<file path="config.mk">
export PLATFORM = sky130hd
export DESIGN_NAME = hdlc_tx_scheduler
export DESIGN_NICKNAME = d
export VERILOG_FILES = /design/src/rtl/hdlc_ctrl_pkg.sv /design/src/rtl/rr_arbiter.sv /design/src/rtl/hdlc_tx_scheduler.sv
export SDC_FILE = /design/constraint.sdc
export NUM_CORES = 1
export LEC_CHECK = 0
export CAP_MARGIN = 0
export CORE_ASPECT_RATIO = 0.6
export CORE_UTILIZATION = 35
export DETAILED_ROUTE_END_ITERATION = 16
export REMOVE_ABC_BUFFERS = 1
export SLEW_MARGIN = 30
export SYNTH_ARGS = -nofsm -noshare
export SYNTH_HDL_FRONTEND = slang
export SYNTH_SLANG_ARGS = --single-unit
</file>
<file path="constraint.sdc">
create_clock -name Clk -period 5.35 [get_ports Clk]
set_input_delay 1.07 -clock Clk [delete_from_list [all_inputs] [get_ports Clk]]
set_output_delay 1.07 -clock Clk [all_outputs]
set_load 0.03 [all_outputs]
</file>
<file path="src/rtl/hdlc_ctrl_pkg.sv">
// HDLC controller register map, Tx_SC bit positions and
// the transmit scheduler state encoding.
package hdlc_ctrl_pkg;

    localparam logic [2:0] ADDR_TX_SC   = 3'd0;
    localparam logic [2:0] ADDR_TX_BUFF = 3'd1;

    localparam int SC_DONE    = 0;
    localparam int SC_ENABLE  = 1;
    localparam int SC_ABORT   = 2;
    localparam int SC_ABORTED = 3;
    localparam int SC_FULL    = 4;

    localparam logic [7:0] SC_CMD_START = 8'h02;
    localparam logic [7:0] SC_CMD_ABORT = 8'h04;

    localparam int HDLC_MAX_LEN = 126;

    typedef enum logic [3:0] {
        S_IDLE,
        S_LEN_ERR,
        S_POLL_RD,
        S_POLL_CHK,
        S_LOAD,
        S_START,
        S_WAIT_RD,
        S_WAIT_CHK,
        S_ABORT,
        S_ABORT_RD,
        S_ABORT_CHK
    } sched_state_t;

endpackage

</file>
<file path="src/rtl/rr_arbiter.sv">
// Round-robin pick: first request strictly after i_ptr,
// wrapping around; purely combinational.
module rr_arbiter #(
    parameter int N_REQ = 4,
    parameter int IDX_W = 2
) (
    input  logic [N_REQ-1:0] i_req,
    input  logic [IDX_W-1:0] i_ptr,
    output logic [N_REQ-1:0] o_gnt,
    output logic [IDX_W-1:0] o_idx,
    output logic             o_any
);

    always_comb begin
        o_gnt = '0;
        o_idx = '0;
        o_any = 1'b0;
        for (int j = 0; j < N_REQ; j++) begin
            if (!o_any && i_req[j] && (j > int'(i_ptr))) begin
                o_any    = 1'b1;
                o_gnt[j] = 1'b1;
                o_idx    = IDX_W'(j);
            end
        end
        for (int j = 0; j < N_REQ; j++) begin
            if (!o_any && i_req[j] && (j <= int'(i_ptr))) begin
                o_any    = 1'b1;
                o_gnt[j] = 1'b1;
                o_idx    = IDX_W'(j);
            end
        end
    end

endmodule

</file>
<file path="src/rtl/hdlc_tx_scheduler.sv">
// Shares one HDLC transmitter among N_REQ frame sources:
// arbitrate, poll Tx_SC, load Tx_Buff, start, await done/abort.
module hdlc_tx_scheduler
    import hdlc_ctrl_pkg::*;
#(
    parameter int N_REQ       = 4,
    parameter int LEN_W       = 7,
    parameter int MAX_LEN     = HDLC_MAX_LEN,
    parameter int TIMEOUT_CYC = 65535
) (
    input  logic               Clk,
    input  logic               Rst,
    input  logic [N_REQ-1:0]   Req_Valid,
    input  logic [N_REQ*LEN_W-1:0] Req_Len,
    input  logic [N_REQ*8-1:0] Req_Data,
    output logic [N_REQ-1:0]   Req_Grant,
    output logic               Req_Pop,
    output logic [N_REQ-1:0]   Req_Done,
    output logic [N_REQ-1:0]   Req_Err,
    input  logic               Abort_In,
    output logic [2:0]         Hdlc_Addr,
    output logic               Hdlc_WrEn,
    output logic               Hdlc_RdEn,
    output logic [7:0]         Hdlc_WrData,
    input  logic [7:0]         Hdlc_RdData,
    output logic               Busy
);

    localparam int IDX_W = $clog2(N_REQ);

    sched_state_t     r_state;
    sched_state_t     w_next;
    logic [IDX_W-1:0] r_rr;
    logic [IDX_W-1:0] r_idx;
    logic [N_REQ-1:0] r_grant;
    logic [LEN_W-1:0] r_len;
    logic [LEN_W-1:0] r_cnt;
    logic [15:0]      r_tmo;

    logic [N_REQ-1:0] w_arb_gnt;
    logic [IDX_W-1:0] w_arb_idx;
    logic             w_arb_any;
    logic [LEN_W-1:0] w_len;
    logic [7:0]       w_data;
    logic             w_len_ok;
    logic             w_tmo_hit;
    logic             w_sc_done;
    logic             w_sc_full;
    logic             w_sc_abtd;
    logic             w_in_wait;
    logic             w_wr;
    logic             w_rd;
    logic [2:0]       w_addr;
    logic [7:0]       w_wdata;
    logic             w_pop;
    logic             w_done;
    logic             w_err;
    logic             w_unused_rd;

    rr_arbiter #(
        .N_REQ(N_REQ),
        .IDX_W(IDX_W)
    ) u_arb (
        .i_req(Req_Valid),
        .i_ptr(r_rr),
        .o_gnt(w_arb_gnt),
        .o_idx(w_arb_idx),
        .o_any(w_arb_any)
    );

    always_comb begin
        w_len  = '0;
        w_data = '0;
        for (int i = 0; i < N_REQ; i++) begin
            if (w_arb_idx == IDX_W'(i))
                w_len = Req_Len[i*LEN_W +: LEN_W];
            if (r_idx == IDX_W'(i))
                w_data = Req_Data[i*8 +: 8];
        end
    end

    assign w_len_ok  = (w_len != '0) &&
                       (w_len <= LEN_W'(MAX_LEN));
    assign w_tmo_hit = (r_tmo >= 16'(TIMEOUT_CYC));
    assign w_sc_done = Hdlc_RdData[SC_DONE];
    assign w_sc_full = Hdlc_RdData[SC_FULL];
    assign w_sc_abtd = Hdlc_RdData[SC_ABORTED];
    assign w_in_wait = (r_state == S_WAIT_RD) ||
                       (r_state == S_WAIT_CHK);
    assign w_unused_rd = ^{Hdlc_RdData[7:5],
                           Hdlc_RdData[2:1]};

    always_comb begin
        w_next  = r_state;
        w_wr    = 1'b0;
        w_rd    = 1'b0;
        w_addr  = ADDR_TX_SC;
        w_wdata = 8'h00;
        w_pop   = 1'b0;
        w_done  = 1'b0;
        w_err   = 1'b0;
        unique case (r_state)
            S_IDLE: begin
                if (w_arb_any)
                    w_next = w_len_ok ? S_POLL_RD : S_LEN_ERR;
            end
            S_LEN_ERR: begin
                w_err  = 1'b1;
                w_next = S_IDLE;
            end
            S_POLL_RD: begin
                w_rd   = 1'b1;
                w_next = S_POLL_CHK;
            end
            S_POLL_CHK: begin
                w_next = (w_sc_done && !w_sc_full) ?
                         S_LOAD : S_POLL_RD;
            end
            S_LOAD: begin
                if (Abort_In) begin
                    w_next = S_ABORT;
                end else begin
                    w_wr    = 1'b1;
                    w_addr  = ADDR_TX_BUFF;
                    w_wdata = w_data;
                    w_pop   = 1'b1;
                    if (r_cnt == r_len - 1'b1)
                        w_next = S_START;
                end
            end
            S_START: begin
                if (Abort_In) begin
                    w_next = S_ABORT;
                end else begin
                    w_wr    = 1'b1;
                    w_wdata = SC_CMD_START;
                    w_next  = S_WAIT_RD;
                end
            end
            S_WAIT_RD: begin
                if (Abort_In || w_tmo_hit) begin
                    w_next = S_ABORT;
                end else begin
                    w_rd   = 1'b1;
                    w_next = S_WAIT_CHK;
                end
            end
            S_WAIT_CHK: begin
                // a completed frame beats a same-cycle abort
                if (w_sc_done) begin
                    w_done = 1'b1;
                    w_next = S_IDLE;
                end else if (Abort_In || w_tmo_hit) begin
                    w_next = S_ABORT;
                end else begin
                    w_next = S_WAIT_RD;
                end
            end
            S_ABORT: begin
                w_wr    = 1'b1;
                w_wdata = SC_CMD_ABORT;
                w_next  = S_ABORT_RD;
            end
            S_ABORT_RD: begin
                w_rd   = 1'b1;
                w_next = S_ABORT_CHK;
            end
            S_ABORT_CHK: begin
                if (w_sc_abtd || w_sc_done) begin
                    w_err  = 1'b1;
                    w_next = S_IDLE;
                end else begin
                    w_next = S_ABORT_RD;
                end
            end
            default: w_next = S_IDLE;
        endcase
    end

    always_ff @(posedge Clk) begin
        if (Rst) begin
            r_state <= S_IDLE;
            r_rr    <= IDX_W'(N_REQ - 1);
            r_idx   <= '0;
            r_grant <= '0;
            r_len   <= '0;
            r_cnt   <= '0;
            r_tmo   <= '0;
        end else begin
            r_state <= w_next;
            if (r_state == S_IDLE && w_arb_any) begin
                r_grant <= w_arb_gnt;
                r_idx   <= w_arb_idx;
                r_rr    <= w_arb_idx;
                r_len   <= w_len;
            end
            if (w_done || w_err)
                r_grant <= '0;
            if (r_state == S_POLL_CHK)
                r_cnt <= '0;
            else if (w_pop)
                r_cnt <= r_cnt + 1'b1;
            if (r_state == S_START)
                r_tmo <= '0;
            else if (w_in_wait && (r_tmo != 16'hFFFF))
                r_tmo <= r_tmo + 16'd1;
        end
    end

    // gate strobes so a reset cycle never touches the bus
    assign Req_Grant   = r_grant;
    assign Req_Pop     = w_pop & ~Rst;
    assign Req_Done    = (w_done && !Rst) ? r_grant : '0;
    assign Req_Err     = (w_err && !Rst) ? r_grant : '0;
    assign Hdlc_WrEn   = w_wr & ~Rst;
    assign Hdlc_RdEn   = w_rd & ~Rst;
    assign Hdlc_Addr   = Rst ? 3'd0 : w_addr;
    assign Hdlc_WrData = Rst ? 8'h00 : w_wdata;
    assign Busy        = (r_state != S_IDLE);

endmodule

</file>
==> metrics.md, run 1 <==
| Metric | Value |
|---|---|
| Actual slew at the worst max-slew pin | 0.786 ns |
| Cells after synthesis | 371 |
| Vias in the first global route | between 2000 and 3000 |
| Unique masters post-synth | 60 |
| First-pass GRT wire length | 13300 um |
| Seq/Total Area, Yosys | 0.289 |
| Final hold violation count | 0 |
| GRT Overall Usage | 0.191 |
| CP Capture Type | output pin |
| M1 WL | 4030 um |
| Cts hold-fix bufs | 0 |
| Status | finished clean |
| Min-delay worst type | reg -> reg |
| Crit path launch | Hdlc_RdData[0] |
| Max Slew Vio Count | 0 |
| RSZ-0062 raised after global routing | no |
| Initial Util | 0.365 |
| WL met2 | 3300 um |
| # clock sinks | 42 |
| Final core utilization | 0.504 |
| Drt drc | 0 |
| Max Cap Viol | 0 |
| Worst-Skew Late Latency | ~0.29 ns |
| WL/cell | approximately 14 um |
| Drt first pass iters | 4 |
| Share of layout cells above drive strength 1 | 0.0578 |
| Clock skew | 0.00566 ns |
| Avg Inst Size Synth | 7.85 um^2 |
| Clk slew on worst S/H paths | 0.06 ns |
| Synthesized flop and latch total | 42 |
| Final wirelength | 7970 um |
| Worst Hold Launch | r_len[6] |
| IO Port Bufs | 94 |
| Detailed Route Iter0 Violations | around 170 |
| Antenna violations before repair | 0 |
| Top cells by area, synth | dfxtp_1, nor2_1, mux4_2 |
| EDFF count, synth | 0 |
| ANT nets after route | 0 |
| Ys flop type | dfxtp_1 |
| Length of routed met3 wiring | around 600 um |
| DR vias | 2939 |
| FP Rows | 25 |
| # H-tree levels | 2 |
| Crit Path Max Fanout | 7 |
| Die H | approximately 73 um |
| Final HPWL DP | 6350 um |
| Top cell type's share of synthesized area | 0.289 |
| Max IR drop VDD | 0.166 mV |
| Post-synth ARST share | 0 |
| CP required | 4.28 ns |
| Fin nets | 527 |
| Area leader, netlist | dfxtp_1 |
| Die area | 8700 um^2 |
| Largest net degree at the start of global routing | 21 |
| Yosys warns | 0 |
| Worst slew margin relative to its limit | 0.472 |
| Synthesized area | between 2000 and 3000 um^2 |
| Total grt overflow | 0 |
| Fin Setup TNS | 0 ns |
| Layout area overhead | 37.9% |
| CP arrival | 3.39 ns |
| CTS root buffer | clkbuf_16 |
| Core area | approximately 8000 um^2 |
| Power per cell area | 331 nW/um^2 |
| Top-count cell post-synth | nor2_1 |
| Horiz. Die Dim | ~120 um |
| Num CTS Buffers | 5 |
| Tcrit/Tclk final | 0.833 |
| Clock period minus worst slack | 4.46 ns |
| Max Used Layer | met4 |
| Post-CTS setup buffers | 0 |
| Antenna cells | 0 |
| Static leakage | roughly 1.4 nW |
| Placer Congestion | 0.858 |
| DR vias/cell | around 5.3 |
| Crit Path Category | in -> out |
| Fmax | 224 MHz |
| Startpoint type of the worst setup path | primary input |
| IO Count | 102 |
| CTS resizes | 0 |
| Final setup vio count | 0 |
| Most frequent cells after synthesis | nor2_1, dfxtp_1, nand2_1 |
| CTS tree | built |
| Reg-to-reg startpoint | r_rr[0] |
| Clock Path Buffers | 2 |
-- critical path, cell delays in order --
cell and delay, ns:
clkdlybuf4s50_1 0.59, nor2_1 0.07, nor4bb_1 0.27, a21oi_1 0.08, nor3_1 0.43, and2_1 0.20
clkdlybuf4s50_1 0.67
-- metal layers --
metal | vias to the layer above | track usage
li1 | 1473 | -
met1 | 1369 | 0.281
met2 | 92 | 0.274
met3 | 5 | 0.0516
met4 | 0 | 0.0417
met5 | - | 0
-- worst paths after layout --
path                endpoint  slack [ns]  depth (start not counted)
hold reg to reg     r_len[6]        0.47                          2
hold / removal      r_len[6]        0.47                          2
setup / recovery  Req_Err[1]        0.89                          7
setup reg to reg  r_state[1]        2.75                          7
-- logic make-up after synthesis --
logic type / after synthesis / synth area share
compound gates: 79 / 0.185
buf+inv: 34 / 0.0589
flops: 42 / 0.289
xor+xnor: 28 / 0.0842
mux: 11 / 0.0722
fa+ha+maj: 3 / 0.0129
other cells: 1 / 0.00129
simple gates: 173 / 0.297
-- sequential cells by signal (all words and copies together) (netlist names) --
signal / cells
r_rr: 2
r_tmo: 16
r_idx: 2
Req_Grant: 4
r_state: 4
r_len: 7
r_cnt: 7
-- power breakdown --
part           internal, W  switching [W]  total [W]
combinational     0.000272       0.000295   0.000566
sequential        0.000357      0.0000956   0.000452
clock             0.000178       0.000133   0.000311
total             0.000806       0.000524    0.00133
-- per-stage QoR --
step                hold WS, ns  instances  setup slack (ns)  power [W]  instance area (um^2)
floorplan                 0.442        346              1.75   0.000830                  2770
global placement          0.462        550             0.902    0.00102                  3860
detailed placement        0.461        550             0.880    0.00103                  3860
CTS                       0.470        558             0.872    0.00134                  4020
global route              0.506        558             0.654    0.00143                  4020
finish                    0.466        558             0.893    0.00133                  4020
-- final cells by class --
class                   count  area [um^2]
fillers                   778         3960
clock inverters             3         26.3
repair buffers             96          956
multi-input cells         296         1900
well taps                 108          135
clock buffers               5          125
inverters                   8         30.0
flip-flops and latches     42          841
-- layout by cell type, fill, tap and decap left out, types with 4 or more instances in the layout --
master	Yosys	final
clkdlybuf4s50_1	0	94
nor2_1	50	50
dfxtp_1	42	42
nand2_1	35	35
a21oi_1	25	25
xor2_1	19	19
nand3_1	18	18
o21ai_0	17	17
nor3_1	15	15
and2_1	10	10
nor2b_1	9	9
xnor2_1	9	9
nand2b_1	8	8
mux4_2	8	8
inv_1	7	7
a31oi_1	6	6
a41oi_1	5	5
nand4_1	5	5
clkbuf_16	0	5
or3_1	4	4
Power figures use the tool's default switching activity.
==> inputs of run 2 (changes only) <==
--- a/config.mk
+++ b/config.mk
@@ -9,6 +9,7 @@
 export CORE_ASPECT_RATIO = 0.6
 export CORE_UTILIZATION = 35
 export DETAILED_ROUTE_END_ITERATION = 16
+export PLACE_DENSITY = 0.67
 export REMOVE_ABC_BUFFERS = 1
 export SLEW_MARGIN = 30
 export SYNTH_ARGS = -nofsm -noshare
==> constraint.sdc (replaced) <==
create_clock -name Clk -period 3.75 [get_ports Clk]
set_input_delay 0.75 -clock Clk [delete_from_list [all_inputs] [get_ports Clk]]
set_output_delay 0.75 -clock Clk [all_outputs]
set_load 0.03 [all_outputs]
==> metrics.md, run 2 (synthesis results as in run 1) <==
| Metric | Value |
|---|---|
| Min-delay worst type | reg -> reg |
| Fmax | between 200 and 300 MHz |
| Worst slew margin relative to its limit | 0.457 (-0.0143) |
| Crit-path max cell delay | 0.67 ns (about the same) |
| Reg-to-reg startpoint | r_rr[0] |
| Actual slew at the worst max-slew pin | 0.807 ns (+0.0212 ns) |
| Vias in the first global route | 2790 (+1.7%) |
| DR vias/cell | 5.33 (+1.2%) |
| Detailed Route Iter0 Violations | 255 (+53%) |
| Area of the multi-input gates | 1910 um^2 (+0.26%) |
| Worst hold stages | 2 (unchanged) |
| Clock skew | 0.00287 ns (-0.00278 ns) |
| Clk slew on worst S/H paths | 0.06 ns (about the same) |
| Final setup margin | 0.259 ns (-0.634 ns) |
| Commonest non-fill, non-tap cell in the layout | clkdlybuf4s50_1 |
| Placer Congestion | 0.816 (-4.9%) |
| IO Count | 102 (unchanged) |
| Final Non-Filler Cells | 564 (+1.1%) |
| DP Area | 3880 um^2 (+0.39%) |
| Fin Setup TNS | 0 ns (unchanged) |
| Final hold violation count | 0 (unchanged) |
| Crit Path Category | in -> out |
| Die H | 72.7 um (unchanged) |
| Final HPWL DP | 6310 um (-0.63%) |
| Share of layout cells above drive strength 1 | 0.0943 (+0.0365) |
| Max Cap Viol | 0 (unchanged) |
| CTS root buffer | clkbuf_16 |
| Clock Path Buffers | 2 (unchanged) |
| Largest net degree at the start of global routing | 17 (-19%) |
| Fin nets | 533 (+1.1%) |
| Final setup vio count | 0 (unchanged) |
| CP arrival | 2.74 ns (-0.65 ns) |
| Antenna cells | 0 (unchanged) |
| Pwr Total | 0.00195 W (+47%) |
| Most frequent CP cell | clkdlybuf4s50_1 |
| Num CTS Buffers | 5 (unchanged) |
| Final wirelength | 7920 um (-0.68%) |
| IO Port Bufs | 94 (unchanged) |
| Fillers | 755 (-3.0%) |
| Most frequent cells in the layout | clkdlybuf4s50_1, nor2_1, dfxtp_1 |
| Top reg by flops | r_tmo |
| Buf/Inv on CP | 2 (unchanged) |
| Core area | 7980 um^2 (unchanged) |
| Post-CTS setup buffers | 0 (unchanged) |
| Clock period minus worst slack | 3.49 ns |
| DR vias | 3007 (+2.3%) |
| Status | finished clean |
| CP required | 3.00 ns (-1.28 ns) |
| Total grt overflow | 0 (unchanged) |
| R2r setup slk | 1.15 ns (-1.60 ns) |
| R2R depth | 7 (unchanged) |
| Crit path depth | 7 (unchanged) |
| Drt drc | 0 (unchanged) |
| RSZ-0062 raised after global routing | no |
| RR Endpoint | r_state[1] |
| Max FFs per register | 16 (unchanged) |
| Sequential cell area | 841 um^2 (unchanged) |
| Crit Path Max Fanout | 3 (-4) |
| Max IR drop VDD | 0.216 mV (+31%) |
| Static leakage | 1.50 nW (+4.2%) |
| Initial Util | 0.365 (unchanged) |
| Layout area overhead | 39.0% |
| CP Capture Type | output pin |
| Regs by FF count | r_tmo x16, r_cnt x7, r_len x7 |
| CTS tree | built |
| Die area | 8700 um^2 (unchanged) |
| Crit path launch | Hdlc_RdData[3] |
| ANT nets after route | 0 (unchanged) |
| WL/cell | 14.0 um (-1.7%) |
| # clock sinks | 42 (unchanged) |
| Cts hold-fix bufs | 0 (unchanged) |
| CP Cell Sequence | clkdlybuf4s50_1, nor2_1, nor4bb_1, a21oi_1, nor3_2, and2_1, clkdlybuf4s50_1 |
| Max Slew Vio Count | 0 (unchanged) |
| FP Rows | 25 (unchanged) |
| Antenna violations before repair | 0 (unchanged) |
| Placed Cells incl. Taps | 556 (+1.1%) |
| Fin area | 4050 um^2 (+0.78%) |
| Tcrit/Tclk final | 0.931 |
| GRT Overall Usage | 0.185 (-0.00520) |
| Worst-Skew Late Latency | 0.28 ns (about the same) |
| Power per cell area | 482 nW/um^2 (+45%) |
| CP endpoint | Req_Err[3] |
| Slowest CP cell | clkdlybuf4s50_1 |
| Startpoint type of the worst setup path | primary input |
| Drt first pass iters | 4 (unchanged) |
| Delay-heaviest family, CP | buffers and inverters |
| Horiz. Die Dim | 120 um (unchanged) |
| # H-tree levels | 2 (unchanged) |
| Post-Place Setup Slack | 0.116 ns (-0.764 ns) |
| First-pass GRT wire length | 13000 um (-1.8%) |
==> run 2: worst reg2reg max path, cell delays in order, from the launching register on <==
cell and delay, ns:
dfxtp_1 0.51, nand2b_1 0.16, o311a_1 0.38, nand2b_1 0.33, a41oi_1 0.23, or4_1 0.56, o22ai_2 0.19, o21ai_0 0.13
==> run 2: layout make-up <==
| class | count | share of cell area |
|---|---|---|
| repair buffers | 102 | 0.240 |
| well taps | 108 | 0.0334 |
| inverters | 8 | 0.00742 |
| flip-flops and latches | 42 | 0.208 |
| clock buffers | 7 | 0.0328 |
| multi-input cells | 296 | 0.471 |
| clock inverters | 1 | 0.00742 |
==> run 2: worst min path at each step <==
stage | start | to | slack, ns
floorplan | r_len[6] | r_len[6] | 0.44
global placement | r_len[6] | r_len[6] | 0.46
detailed placement | r_len[6] | r_len[6] | 0.48
CTS | r_len[6] | r_len[6] | 0.49
global route | Req_Grant[2] | Req_Grant[2] | 0.51
finish | r_len[6] | r_len[6] | 0.48
==> run 2: routing by layer <==
metal | GRT usage | routed length [um]
met4 | 0.0486 | 80
met3 | 0.0453 | 621
met2 | 0.280 | 3370
met1 | 0.264 | 3840
met5 | 0 | 0
==> run 2: stage by stage <==
| step | utilization | hold slack (ns) |
|---|---|---|
| after global placement | 0.486 | 0.458 |
| after CTS | 0.507 | 0.487 |
| final | 0.507 | 0.478 |
| after detailed placement | 0.486 | 0.479 |
| after global routing | 0.507 | 0.515 |
| after floorplan | - | 0.442 |
==> run 2: timing repair <==
item / 4_1_cts / 5_1_grt
endpoints found under the hold margin: 0 / 0
endpoints found under the setup margin: 0 / 2
resized for setup: 0 / 1
==> run 2: power breakdown <==
| group | total, W | leakage (nW) | internal, W | switching [W] |
|---|---|---|---|---|
| combinational | 0.000835 | 1.08 | 0.000397 | 0.000437 |
| sequential | 0.000634 | 0.341 | 0.000509 | 0.000125 |
| clock | 0.000480 | 0.0781 | 0.000314 | 0.000166 |
==> inputs of run 3 (changes only) <==
--- a/config.mk
+++ b/config.mk
@@ -10,8 +10,9 @@
 export CORE_UTILIZATION = 35
 export DETAILED_ROUTE_END_ITERATION = 16
 export PLACE_DENSITY = 0.67
+export RECOVER_POWER = 50
 export REMOVE_ABC_BUFFERS = 1
-export SLEW_MARGIN = 30
+export SLEW_MARGIN = 20
 export SYNTH_ARGS = -nofsm -noshare
 export SYNTH_HDL_FRONTEND = slang
 export SYNTH_SLANG_ARGS = --single-unit
==> metrics.md, run 3 (synthesis results as in run 1) <==
| Metric | Value |
|---|---|
| Status | finished clean |
| Largest net degree at the start of global routing | 17 (unchanged) |
| Clk slew on worst S/H paths | 0.06 ns (about the same) |
| Final wirelength | 7890 um (-0.33%) |
| Layout area overhead | 38.4% |
| Max Cap Viol | 0 (unchanged) |
| Die H | 72.7 um (unchanged) |
| Final setup vio count | 0 (unchanged) |
| Antenna violations before repair | 0 (unchanged) |
| Final hold violation count | 0 (unchanged) |
| Max IR drop VDD | 0.213 mV (-1.4%) |
| Drt first pass iters | 4 (unchanged) |
| Initial Util | 0.365 (unchanged) |
| Clock period minus worst slack | 3.59 ns (+0.100 ns) |
| Max FFs per register | 16 (unchanged) |
| Clock Path Buffers | 2 (unchanged) |
| CTS root buffer | clkbuf_16 |
| IO Port Bufs | 94 (unchanged) |
| Share of layout cells above drive strength 1 | 0.0811 (-0.0132) |
| # clock sinks | 42 (unchanged) |
| Crit path launch | Hdlc_RdData[0] |
| Static leakage | 1.50 nW (about the same) |
| Worst slew margin relative to its limit | 0.451 (-0.00588) |
| Detailed Route Iter0 Violations | 268 (+5.1%) |
| Tcrit/Tclk final | 0.958 (+0.0267) |
| Top reg by flops | r_tmo |
| CP required | 3.00 ns (about the same) |
| Startpoint type of the worst setup path | primary input |
| CP arrival | 2.84 ns (+0.10 ns) |
| Crit Path Category | in -> out |
| Cts hold-fix bufs | 0 (unchanged) |
| Worst Hold Launch | r_len[6] |
| Crit-path max cell delay | 0.68 ns (about the same) |
| Regs by FF count | r_tmo x16, r_cnt x7, r_len x7 |
| Delay-heaviest family, CP | buffers and inverters |
| Drt drc | 0 (unchanged) |
| DR vias | 2974 (-1.1%) |
| Horiz. Die Dim | 120 um (unchanged) |
| RSZ-0062 raised after global routing | no |
| Worst-Skew Late Latency | 0.28 ns (about the same) |
| Clock skew | 0.00295 ns (+0.0000763 ns) |
| First-pass GRT wire length | 13000 um (unchanged) |
| CP Capture Type | output pin |
| Fillers | 760 (+0.66%) |
| Max Slew Vio Count | 0 (unchanged) |
| GRT Overall Usage | 0.185 (unchanged) |
| CP Cell Sequence | dlygate4sd3_1, clkbuf_1, nand2_1, nor3_1, buf_4, and2_1, clkdlybuf4s50_1 |
| Crit Path Max Fanout | 6 (+3) |
| Buf/Inv on CP | 4 (+2) |
| Fmax | 278 MHz (-2.8%) |
| Actual slew at the worst max-slew pin | 0.823 ns (+0.0161 ns) |
| CTS tree | built |
| Power per cell area | 481 nW/um^2 (-0.10%) |
| Antenna cells | 0 (unchanged) |
| Pwr Total | 0.00194 W (-0.54%) |
| WL/cell | 14.0 um (-0.33%) |
| Num CTS Buffers | 5 (unchanged) |
| Total grt overflow | 0 (unchanged) |
| Min-delay worst type | reg -> reg |
| Slowest CP cell | clkdlybuf4s50_1 |
| Vias in the first global route | 2790 (unchanged) |
| ANT nets after route | 0 (unchanged) |
| Fin Setup TNS | 0 ns (unchanged) |
| R2R depth | 7 (unchanged) |
| Core area | 7980 um^2 (unchanged) |
| IO Count | 102 (unchanged) |
| Crit path depth | 7 (unchanged) |
| Most frequent cells in the layout | clkdlybuf4s50_1, nor2_1, dfxtp_1 |
| Placer Congestion | 0.816 (unchanged) |
| Die area | 8700 um^2 (unchanged) |
| Fin nets | 533 (unchanged) |
| Final core utilization | 0.505 (-0.00220) |
| # H-tree levels | 2 (unchanged) |
| Commonest non-fill, non-tap cell in the layout | clkdlybuf4s50_1 |
| FP Rows | 25 (unchanged) |
| Reg-to-reg startpoint | r_rr[0] |
| DR vias/cell | 5.27 (-1.1%) |
| Worst hold stages | 2 (unchanged) |
| Final HPWL DP | 6310 um (unchanged) |
## run 3: worst reg2reg max path, stage by stage (launching register included)
cell and delay (ns):
dfxtp_1 0.50, nand2b_1 0.15, o311a_1 0.38, nand2b_1 0.32, a41oi_1 0.22, or4_1 0.57
o22ai_2 0.19, o21ai_0 0.12
## run 3: through the flow
step	hold WS, ns	setup WS (ns)	instance area [um^2]	std cells
after floorplan	0.442	0.785	2770	346
after global placement	0.458	0.140	3880	556
after detailed placement	0.479	0.116	3880	556
after CTS	0.487	0.101	4040	564
after global routing	0.512	0.0533	4030	564
final	0.479	0.159	4030	564
## run 3: timing repair
item                       in CTS  in global routing
resized for setup               0                  1
setup endpoints to repair       0                  2
setup buffers                   0                  0
## run 3: power breakdown
part | switching [W] | leakage, nW | total [W] | internal, W
combinational | 0.000437 | 1.08 | 0.000827 | 0.000390
sequential | 0.000121 | 0.341 | 0.000631 | 0.000509
clock | 0.000166 | 0.0781 | 0.000480 | 0.000315
total | 0.000725 | 1.50 | 0.00194 | 0.00121
## run 3: worst paths after layout
path / slack [ns] / endpoint
max: 0.16 / Req_Done[2]
min: 0.48 / r_len[6]
min reg2reg: 0.48 / r_len[6]
max reg2reg: 1.17 / r_state[1]
## run 3: layout make-up
type	count	area, um^2	share of cell area
clock buffer	7	133	0.0329
clock inverter	1	30.0	0.00745
inverter	8	30.0	0.00745
multi-input combinational	296	1900	0.472
sequential	42	841	0.209
tap	108	135	0.0335
timing repair buffer	102	960	0.238
## run 3: layer usage
metal / routed length, um / global-route usage / up-vias / part of all wire
met5: 0 / 0 / - / 0
met4: 80 / 0.0486 / 0 / 0.010
met3: 572 / 0.0453 / 7 / 0.072
met2: 3390 / 0.280 / 105 / 0.43
met1: 3850 / 0.264 / 1371 / 0.49
li1: - / - / 1491 / -
